**src/rtl/plaintext_burst_encryptor.sv**
```systemverilog
// Button-started sequencer: ROM word -> modexp engine -> ciphertext, single-word or burst.
// Latency ROM_LATENCY+2 cycles per word plus engine time; waits on eng_done, no output backpressure.
module plaintext_burst_encryptor #(
   parameter int DATAWIDTH   = 8,
   parameter int DATADEPTH   = 16,
   parameter int ADDRWIDTH   = 4,
   parameter int ROM_LATENCY = 2
) (
   input  logic                 clk,
   input  logic                 rst,
   input  logic                 btn,
   input  logic                 burst,
   input  logic                 abort,
   output logic                 rom_en,
   output logic [ADDRWIDTH-1:0] rom_addr,
   input  logic [DATAWIDTH-1:0] rom_data,
   output logic                 eng_en,
   output logic [DATAWIDTH-1:0] eng_plain,
   input  logic [DATAWIDTH-1:0] eng_cipher,
   input  logic                 eng_done,
   output logic [DATAWIDTH-1:0] cipher_out,
   output logic [ADDRWIDTH-1:0] cipher_addr,
   output logic                 cipher_valid,
   output logic                 busy,
   output logic                 burst_done
);

   localparam logic [1:0] S_IDLE     = 2'd0;
   localparam logic [1:0] S_ROM_WAIT = 2'd1;
   localparam logic [1:0] S_ENC_RUN  = 2'd2;
   localparam logic [1:0] S_ENC_DONE = 2'd3;

   localparam logic [ADDRWIDTH-1:0] LAST_ADDR = ADDRWIDTH'(DATADEPTH - 1);
   localparam logic [2:0]           LAT_LAST  = 3'(ROM_LATENCY - 1);

   logic                 btn_meta;
   logic                 btn_sync;
   logic                 btn_prev;
   logic                 start;
   logic [1:0]           state;
   logic                 burst_q;
   logic [2:0]           lat_cnt;
   logic [ADDRWIDTH-1:0] addr;
   logic                 last_addr;

   // start is registered so it lands two edges after the button is first sampled
   always_ff @(posedge clk) begin
      if (!rst) begin
         btn_meta <= 1'b0;
         btn_sync <= 1'b0;
         btn_prev <= 1'b0;
         start    <= 1'b0;
      end else begin
         btn_meta <= btn;
         btn_sync <= btn_meta;
         btn_prev <= btn_sync;
         start    <= btn_sync & ~btn_prev;
      end
   end

   assign last_addr = (addr == LAST_ADDR);

   always_ff @(posedge clk) begin
      if (!rst) begin
         state       <= S_IDLE;
         burst_q     <= 1'b0;
         lat_cnt     <= 3'd0;
         addr        <= '0;
         eng_plain   <= '0;
         cipher_out  <= '0;
         cipher_addr <= '0;
      end else if (abort && (state != S_IDLE)) begin
         state <= S_IDLE;
      end else begin
         case (state)
            S_IDLE: begin
               if (start) begin
                  burst_q <= burst;
                  lat_cnt <= 3'd0;
                  state   <= S_ROM_WAIT;
               end
            end
            S_ROM_WAIT: begin
               if (lat_cnt == LAT_LAST) begin
                  eng_plain <= rom_data;
                  state     <= S_ENC_RUN;
               end else begin
                  lat_cnt <= lat_cnt + 3'd1;
               end
            end
            S_ENC_RUN: begin
               if (eng_done) begin
                  cipher_out  <= eng_cipher;
                  cipher_addr <= addr;
                  state       <= S_ENC_DONE;
               end
            end
            S_ENC_DONE: begin
               addr    <= last_addr ? '0 : addr + 1'b1;
               lat_cnt <= 3'd0;
               state   <= (burst_q && !last_addr) ? S_ROM_WAIT : S_IDLE;
            end
            default: state <= S_IDLE;
         endcase
      end
   end

   assign rom_en       = (state == S_ROM_WAIT);
   assign eng_en       = (state == S_ENC_RUN);
   assign cipher_valid = (state == S_ENC_DONE);
   assign busy         = (state != S_IDLE);
   assign burst_done   = cipher_valid && burst_q && last_addr;
   assign rom_addr     = addr;

endmodule

```
**config.mk**
```make
export PLATFORM = sky130hd
export DESIGN_NAME = plaintext_burst_encryptor
export DESIGN_NICKNAME = d
export VERILOG_FILES = /design/src/rtl/plaintext_burst_encryptor.sv
export SDC_FILE = /design/constraint.sdc
export NUM_CORES = 1
export LEC_CHECK = 0
export BUFFER_PORTS_ARGS = -buffer_cell sky130_fd_sc_hd__buf_2
export CORE_ASPECT_RATIO = 0.5
export CORE_MARGIN = 4
export CORE_UTILIZATION = 35
export CTS_BUF_LIST = sky130_fd_sc_hd__clkbuf_2
export CTS_CLUSTER_DIAMETER = 40
export DETAILED_ROUTE_END_ITERATION = 12
export HOLD_SLACK_MARGIN = 0.05
export SYNTH_ARGS = -nofsm -noshare
export SYNTH_HDL_FRONTEND = slang
export SYNTH_SLANG_ARGS = --single-unit
```
**constraint.sdc**
```tcl
create_clock -name clk -period 1.5 [get_ports clk]
set_input_delay 0.225 -clock clk [delete_from_list [all_inputs] [get_ports clk]]
set_output_delay 0.225 -clock clk [all_outputs]
set_load 0.05 [all_outputs]
```
# Word level (Yosys, flattened, before mapping)
# Cells that the tools add are included.
[classes]
n_addsub = 2
n_eq_ne = 9
n_mux = 9
bitwise = 4
reduce_logical = 15
[ops]
columns = ["op", "n"]
rows = [
  ["3-bit AND reduction", 4],
  ["3-bit one-hot mux with 3 select lines", 1],
  ["2-bit one-hot mux with 4 select lines", 1],
  ["2-bit two-way mux", 3],
  ["3-bit two-way mux", 2],
  ["4-bit by 1-bit adder with 4-bit output (second input constant)", 1],
  ["2-bit == test (second input constant)", 2],
  ["4-bit == test (second input constant)", 1],
  ["1-bit logical AND", 4],
  ["4-bit two-way mux", 1],
  ["2-bit by 1-bit != test with 1-bit output (second input constant)", 2],
  ["2-bit != test (second input constant)", 2],
  ["4-bit AND reduction", 1],
  ["3-bit by 1-bit adder with 3-bit output (second input constant)", 1],
  ["3-bit by 1-bit == test with 1-bit output (second input constant)", 1],
  ["1-bit NOT", 3],
  ["3-bit nonzero test", 1],
  ["2-bit by 1-bit == test with 1-bit output (second input constant)", 1],
  ["2-bit logical NOT", 1],
  ["2-bit AND reduction", 1],
  ["2-bit nonzero test", 1],
  ["2-bit OR reduction", 1],
  ["1-bit AND", 1],
  ["1-bit logical NOT", 1],
  ["1-bit two-way mux", 1],
]
[totals]
ff_bits = 34
input_bits = 22
word_cells = 50

# Depth between registers and ports, before layout
# Gate-level depths: netlist of run 1.
[depth]
ltp_word = 5
mapped_depth = 8

# Worst setup path after synthesis of run 1
# No wires, ideal clock.
[synth_path]
path_type = "register to output"
startpoint = "reg addr[0] (netlist: rom_addr[0])"
endpoint = "out burst_done"
arrival_time_ns = 1.756
required_ns = 1.275
setup_slack_ns = -0.481
stages_incl_launch_ff = 4
path_buffers = 0
path_cell_list = "dfxtp_1 ha_1 nand3_1 nor2_1"
[synth_between]
elab_chain_cells = 2
[synth_rtl]
columns = ["element", "line", "text"]
rows = [
  ["from (decl)", "43", "logic [ADDRWIDTH-1:0] addr;"],
  ["from (signal assigned)", "99", "addr <= last_addr ? '0 : addr + 1'b1;"],
  ["4-bit == test", "61", "assign last_addr = (addr == LAST_ADDR);"],
  ["1-bit logical AND", "112", "assign burst_done = cipher_valid && burst_q && last_addr;"],
  ["to (decl)", "25", "output logic burst_done"],
]
# Every way passes these cells.

# Final worst setup path of run 1
[layout_path]
startpoint = "reg state[1]"
endpoint = "reg state[1]"
[layout_between]
elab_chain_cells = 3
elab_cells_between_ends = 12
[layout_rtl]
columns = ["element", "line", "text"]
rows = [
  ["from (decl)", "40", "logic [1:0] state;"],
  ["from (signal assigned)", "101", "state <= (burst_q && !last_addr) ? S_ROM_WAIT : S_IDLE;"],
  ["2-bit == test (tied with other cells)", "75", "case (state)"],
  ["2-bit by 1-bit != test with 1-bit output (no line) (tied with other cells)", "-", ""],
  ["3-bit AND reduction (no line) or 2-bit OR reduction (tied branches)", "-", ""],
]
# Several ways; a longest one is shown, not always the timed one.
# A chain may end at the register's enable or synchronous reset.

==> run metrics, run 1 <==
Post-DRT Antenna Nets=0; Avg Inst Size Synth=9.28 µm²; Rel. slew slack=0.747; hold_sp=eng_cipher[4]; R2R setup slack=-90 ps; Synth cell types=31; DR pass1 iterations=4; WL/cell=11.9 µm; max incr delay on CP=410 ps; failing checks=negative setup slack; Seq/Total Area, Yosys=0.453; pwr dens=1080 nW/µm²; DIE WIDTH=101 µm; routed via count=1407; cts bufs inserted=5; final critical-path share of the clock period=1.06; Final Critical Period=1590 ps; overall routing resource usage=0.128; Least-Margin Pin Slew=379 ps; status=complete, but fails checks; Sequential cell area=694 µm²; final setup TNS=-251 ps; Die Ht=54.4 µm; final instance area=2230 µm²; CP Launch Type=register; clock sinks=34; clk buf depth=2; final setup violation count=6; Commonest cells post-synth=nand2_1 (35), dfxtp_1 (34), a21boi_1 (11), nor2b_1 (11), mux2i_1 (9); setup repair after global routing missed its margin=yes; vias in the first global route=1200; ANT cells=0; Post-DP Area=1920 µm²; fillers=373; syn nets=192; Tightest Hold Check Type=in -> reg; Top Usage Layer GRT=met2; Placer Congestion=0.874; largest net degree at the start of global routing=22; Achievable Freq=0.630 GHz; Critical Path, Cell by Cell=buf_6 > ha_4 > a222oi_1 > buf_4 > mux2i_1 > nor2_1; reg2reg end=state[1]; Synth warnings=0; initial antenna violation count=0; met2 GRT Util=0.200; Setup WS post-layout=-86.3 ps; Buf/Inv on CP=2; final WL=3520 µm; Critical Path AT=1870 ps; # IOs=51; number of synthesized flops with an enable pin=0; drt via density=4.77; global route overflow=0; Reg2Reg Depth=6; element type at the critical path end=register; pins over their slew limit=0; nets@finish=270; root buf cell=clkbuf_2; FFs w/ async S/R, synth=0; initial core utilization=0.374; synthesized instance count=162; Worst path slowest cell=dfxtp_4; CTS tree=yes; routing usage on met1=0.160; hold slack=74.2 ps; die area=5470 µm²; layout cells sized above 1=0.407; met3 usage=0.0471; combined area of the multi-input logic cells=863 µm²; Max VDD drop=581 µV; I/O Buffers=50; DPL Wire Length=2410 µm; Final Hold Vio Count=0; DR iter-0 viols=32; core area=4020 µm²; row cnt=16; CP Class=reg -> reg; clock input transition at the sequential cells of the worst setup and hold paths=160 ps; Yosys top cell by area=dfxtp_1; Worst Hold Depth=3; Max-Cap Viols=0; Layout area overhead=48.3%; H-Tree Depth=2; first-pass GRT wire length=5410 µm; Reg-to-Reg Start=state[1]; Max FO, Critical Path=5; most common cell in the netlist=nand2_1; predominant post-synthesis flop cell=dfxtp_1; hold path endpoint=cipher_out[4]; CP delay by family, top=flip-flops; Setup Skew=16.9 ps; Setup crit start=state[1]; Mapped Area=1500 µm²; Critical Path Stages=6; LEAKAGE=0.970 nW; flops & latches, synth=34; Critical Path RT=1780 ps; largest cells by area after synthesis=dfxtp_1 (45%), nand2_1 (8.7%), ha_1 (6.7%); DRC errors left=0; Skew-Pair Late Insertion Delay=370 ps; Synth top area share=0.453
layout make-up:
cell class	count	share of cell area
clock buffers	5	0.0112
flip-flops and latches	34	0.311
clock inverters	3	0.00505
multi-input cells	114	0.387
well taps	54	0.0303
repair buffers	78	0.240
inverters	7	0.0151
cells by family after synthesis:
group           count (synthesis)  synth area share
fa+ha+maj                       8            0.0666
compound gates                 26             0.129
mux                             9            0.0599
flops                          34             0.453
buf+inv                        14            0.0541
xor+xnor                        1           0.00582
simple gates                   70             0.232
per-stage QoR:
| stage | worst slack (ps) | util | instances | total power, mW |
|---|---|---|---|---|
| after floorplan | -77.7 | - | 162 | 1.50 |
| after global placement | -23.5 | 0.476 | 269 | 1.72 |
| after detailed placement | -127 | 0.476 | 269 | 1.72 |
| after CTS | -85.3 | 0.538 | 290 | 2.38 |
| after global routing | -189 | 0.554 | 295 | 2.55 |
| final | -86.3 | 0.554 | 295 | 2.41 |
state kept, by name, indices dropped and copies added (netlist names):
signal	flops
btn_prev	1
state	2
eng_plain	8
btn_meta	1
lat_cnt	3
cipher_out	8
start	1
rom_addr	4
burst_q	1
cipher_addr	4
btn_sync	1
worst reg2reg max path, stage by stage, from the launching register on:
cell and delay [ps]:
dfxtp_4 410, buf_6 120, ha_4 160, a222oi_1 390, buf_4 190, mux2i_1 170
nor2_1 60
routing by layer:
metal / part of all wire / vias to the layer above
met5: 0 / -
li1: - / 706
met1: 0.46 / 638
met4: 0.027 / 0
met2: 0.45 / 51
met3: 0.066 / 12
report_power, final:
| part | switching [mW] | total [mW] | internal, mW |
|---|---|---|---|
| clock | 0.303 | 0.403 | 0.0996 |
| sequential | 0.0315 | 0.975 | 0.943 |
| combinational | 0.506 | 1.03 | 0.525 |
how the worst max path moves through the flow:
stage	endpoint	slack (ps)
4_1_cts	state[1]	-90
2_1_floorplan	state[0]	-80
3_3_place_gp	cipher_out[1]	-20
5_1_grt	state[1]	-190
6_report	state[1]	-90
3_5_place_dp	cipher_out[0]	-130
repair_timing:
item,4_1_cts,5_1_grt
setup endpoints to repair,28,19
buffers inserted,10,2
resized for setup,27,6
pin swaps,11,7
hold buffers,3,3
gates cloned,0,0
hold endpoints to repair,3,3
layout by cell type, fill, tap and decap left out, types with 5 or more instances in the layout:
cell,synthesis,routed
dfxtp_1,34,29
nand2_1,35,34
buf_6,1,6
buf_2,1,46
nor2b_1,11,11
mux2i_1,9,9
clkbuf_2,0,5
dlygate4sd3_1,0,6
ha_4,0,5
buf_4,1,17
a21boi_1,11,11
nand3_1,7,6
Power figures use the tool's default switching activity.
==> inputs of run 2 (changes only) <==
--- a/config.mk
+++ b/config.mk
@@ -7,2 +7,3 @@
 export LEC_CHECK = 0
+export ABC_AREA = 1
 export BUFFER_PORTS_ARGS = -buffer_cell sky130_fd_sc_hd__buf_2
==> constraint.sdc (replaced) <==
create_clock -name clk -period 1.5 [get_ports clk]
set_input_delay 0.15 -clock clk [delete_from_list [all_inputs] [get_ports clk]]
set_output_delay 0.15 -clock clk [all_outputs]
set_load 0.05 [all_outputs]
==> run 2 against run 1 <==
  * The flow now finishes without violations
  * Worst setup slack better by 87 ps
  * First-iteration DRC count up 110%
  * Clock skew is 1.9 ps higher
  * Non-clock buffer count down 2
  * Power up 12%
  * Sequential share of layout area decreased by 0.42 points
  * Die area is 1.1% lower
  * Critical path depth is 1 lower
  * Clock power up 96%
  * Synthesized cell count grew 17%
  * Sequential power about the same
  * Cell count rose by 9.5%
  * Largest power group is now sequential cells
==> run metrics, run 2 <==
DR iter-0 viols=68 (+110%); Avg Inst Size Synth=7.82 µm² (-16%); I/O Buffers=50 (unchanged); Critical Path AT=1350 ps (-520 ps); Max-Cap Viols=0 (unchanged); drt via density=4.53 (-5.1%); Final Util=0.563 (+0.00809); setup repair after global routing missed its margin=yes; fillers=362 (-2.9%); root buf cell=clkbuf_2; Skew-Pair Late Insertion Delay=380 ps (about the same); cts bufs inserted=5 (unchanged); element type at the critical path end=output port; Mapped Area=1490 µm² (-1.2%); first-pass GRT wire length=6200 µm (+15%); Synth warnings=0 (unchanged); met2 GRT Util=0.260 (+0.0594); core area=3980 µm² (-1.0%); final setup violation count=0 (-6); clock sinks=34 (unchanged); Reg2Reg Depth=7 (+1); Setup Skew=18.8 ps (+1.94 ps); final WL=3650 µm (+3.7%); top flop regs=cipher_out: 8 flops, eng_plain: 8 flops; Post-DP Area=1820 µm² (-5.3%); clock input transition at the sequential cells of the worst setup and hold paths=200 ps (+40 ps); final instance area=2240 µm² (+0.45%); Seq/Total Area, Yosys=0.458 (+0.00572); Rel. slew slack=0.826 (+0.0780); pwr dens=1200 nW/µm² (+11%); CP Launch Type=register; # IOs=51 (unchanged); Placer Congestion=0.732 (-16%); most common cell in the netlist=nor2_1; number of synthesized flops with an enable pin=0 (unchanged); status=finished clean; total power=2.69 mW (+12%); final setup TNS=0 ps (+251 ps); largest net degree at the start of global routing=24 (+9.1%); R2R setup slack=90 ps (+180 ps); final critical-path share of the clock period=1.00 (-0.0578); layout cells sized above 1=0.323 (-0.0832); Max VDD drop=537 µV (-7.6%); nets@finish=298 (+10%); Least-Margin Pin Slew=259 ps (-120 ps); Yosys top cell by area=dfxtp_1; Place WS=19.9 ps (+147 ps); Commonest cells post-synth=nor2_1 (47), dfxtp_1 (34), nand2_1 (24); met3 usage=0.0349 (-0.0121); Buf/Inv on CP=2 (unchanged); overall routing resource usage=0.146 (+0.0178); Final Hold Vio Count=0 (unchanged); CP Class=reg -> out; DPL Wire Length=2500 µm (+3.5%); Tightest Hold Check Type=in -> reg; initial core utilization=0.373 (-0.000955); FFs w/ async S/R, synth=0 (unchanged); row cnt=16 (unchanged); ANT cells=0 (unchanged); Post-DRT Antenna Nets=0 (unchanged); largest cells by area after synthesis=dfxtp_1 (46%), nor2_1 (12%), ha_1 (6.7%); Setup WS post-layout=0.439 ps (+86.7 ps); Achievable Freq=0.667 GHz (+5.8%); initial antenna violation count=0 (unchanged); hold_sp=abort; CP delay by family, top=flip-flops; max incr delay on CP=400 ps (about the same); global route overflow=0 (unchanged); Post-Layout Cell Count=323 (+9.5%); H-Tree Depth=2 (unchanged); Worst Hold Depth=4 (+1); DR pass1 iterations=4 (unchanged); Worst path slowest cell=dfxtp_2; routed via count=1462 (+3.9%); WL/cell=11.3 µm (-5.3%); reg2reg end=eng_plain[0]; routing usage on met1=0.173 (+0.0127); predominant post-synthesis flop cell=dfxtp_1; syn nets=220 (+15%); Critical Path, Cell by Cell=buf_6 > ha_4 > nand2_4 > nor2_4 > buf_8; flops & latches, synth=34 (unchanged); Synth cell types=23 (-26%); DIE WIDTH=100 µm (-0.58%); vias in the first global route=1413 (+18%); Top Usage Layer GRT=met2; hold slack=111 ps (+36.9 ps); Critical Path RT=1350 ps (-430 ps); Reg-to-Reg Start=state[0]; Die Ht=54.1 µm (-0.53%); die area=5410 µm² (-1.1%); hold path endpoint=state[0]; placed insts=293 (+8.9%); LEAKAGE=1.05 nW (+8.3%); Final Critical Period=1500 ps (-86.7 ps); Synth top area share=0.458 (+0.00572); clk buf depth=2 (unchanged); DRC errors left=0 (unchanged); synthesized instance count=190 (+17%); most frequent cells in the layout=nor2_1 (46), buf_2 (46), dfxtp_1 (30), nand2_1 (23), dlygate4sd3_1 (20); CTS tree=yes; pins over their slew limit=0 (unchanged); Max FO, Critical Path=4 (-1); Layout area overhead=50.9%
## run 2: what timing repair did
action                                 in CTS  in global routing
setup endpoints to repair                   6                 26
buffers inserted                            1                  1
pin swaps                                   0                  3
endpoints found under the hold margin      22                  0
gates resized for setup                    18                 14
hold buffers                               20                  0
## run 2: final cells by class
type                            instances  area [µm²]  share of cell area
Multi-Input combinational cell        131         777               0.347
Sequential cell                        34         688               0.307
Timing Repair Buffer                   76         532               0.237
Inverter                               20        82.6              0.0369
Clock inverter                          3        68.8              0.0307
Tap cell                               54        67.6              0.0302
Clock buffer                            5        25.0              0.0112
## run 2: routing by layer
layer / share of wire / up-vias
met2: 0.50 / 31
li1: - / 758
met5: 0 / -
met3: 0.044 / 5
met4: 0.011 / 0
met1: 0.45 / 668
## run 2: worst reg2reg max path: cells and delay by family, from the launching register on
kind	cells	cell delay, ps
buf+inv	2	220
fa+ha+maj	1	230
simple gates	4	460
flops	1	400
## run 2: logic make-up after synthesis
logic type / after synthesis / share of synthesized area
simple gates: 87 / 0.278
flops: 34 / 0.458
buf+inv: 25 / 0.0724
compound gates: 35 / 0.118
fa+ha+maj: 8 / 0.0674
xor+xnor: 1 / 0.00590
## run 2: power by group
group / leakage (nW) / switching (mW) / internal [mW]
logic: 0.720 / 0.571 / 0.331
registers: 0.277 / 0.0393 / 0.961
clock network: 0.0532 / 0.336 / 0.452
total: 1.05 / 0.947 / 1.74
## run 2: worst max-delay path by stage
stage | cells after the start | to | slack [ps] | from
2_1_floorplan | 3 | burst_done | -70 | rom_addr[0]
3_3_place_gp | 8 | cipher_addr[2] | 100 | state[0]
3_5_place_dp | 8 | cipher_addr[2] | 20 | state[0]
4_1_cts | 5 | burst_done | -30 | state[0]
5_1_grt | 5 | burst_done | -60 | state[0]
6_report | 5 | burst_done | 0.4 | state[0]
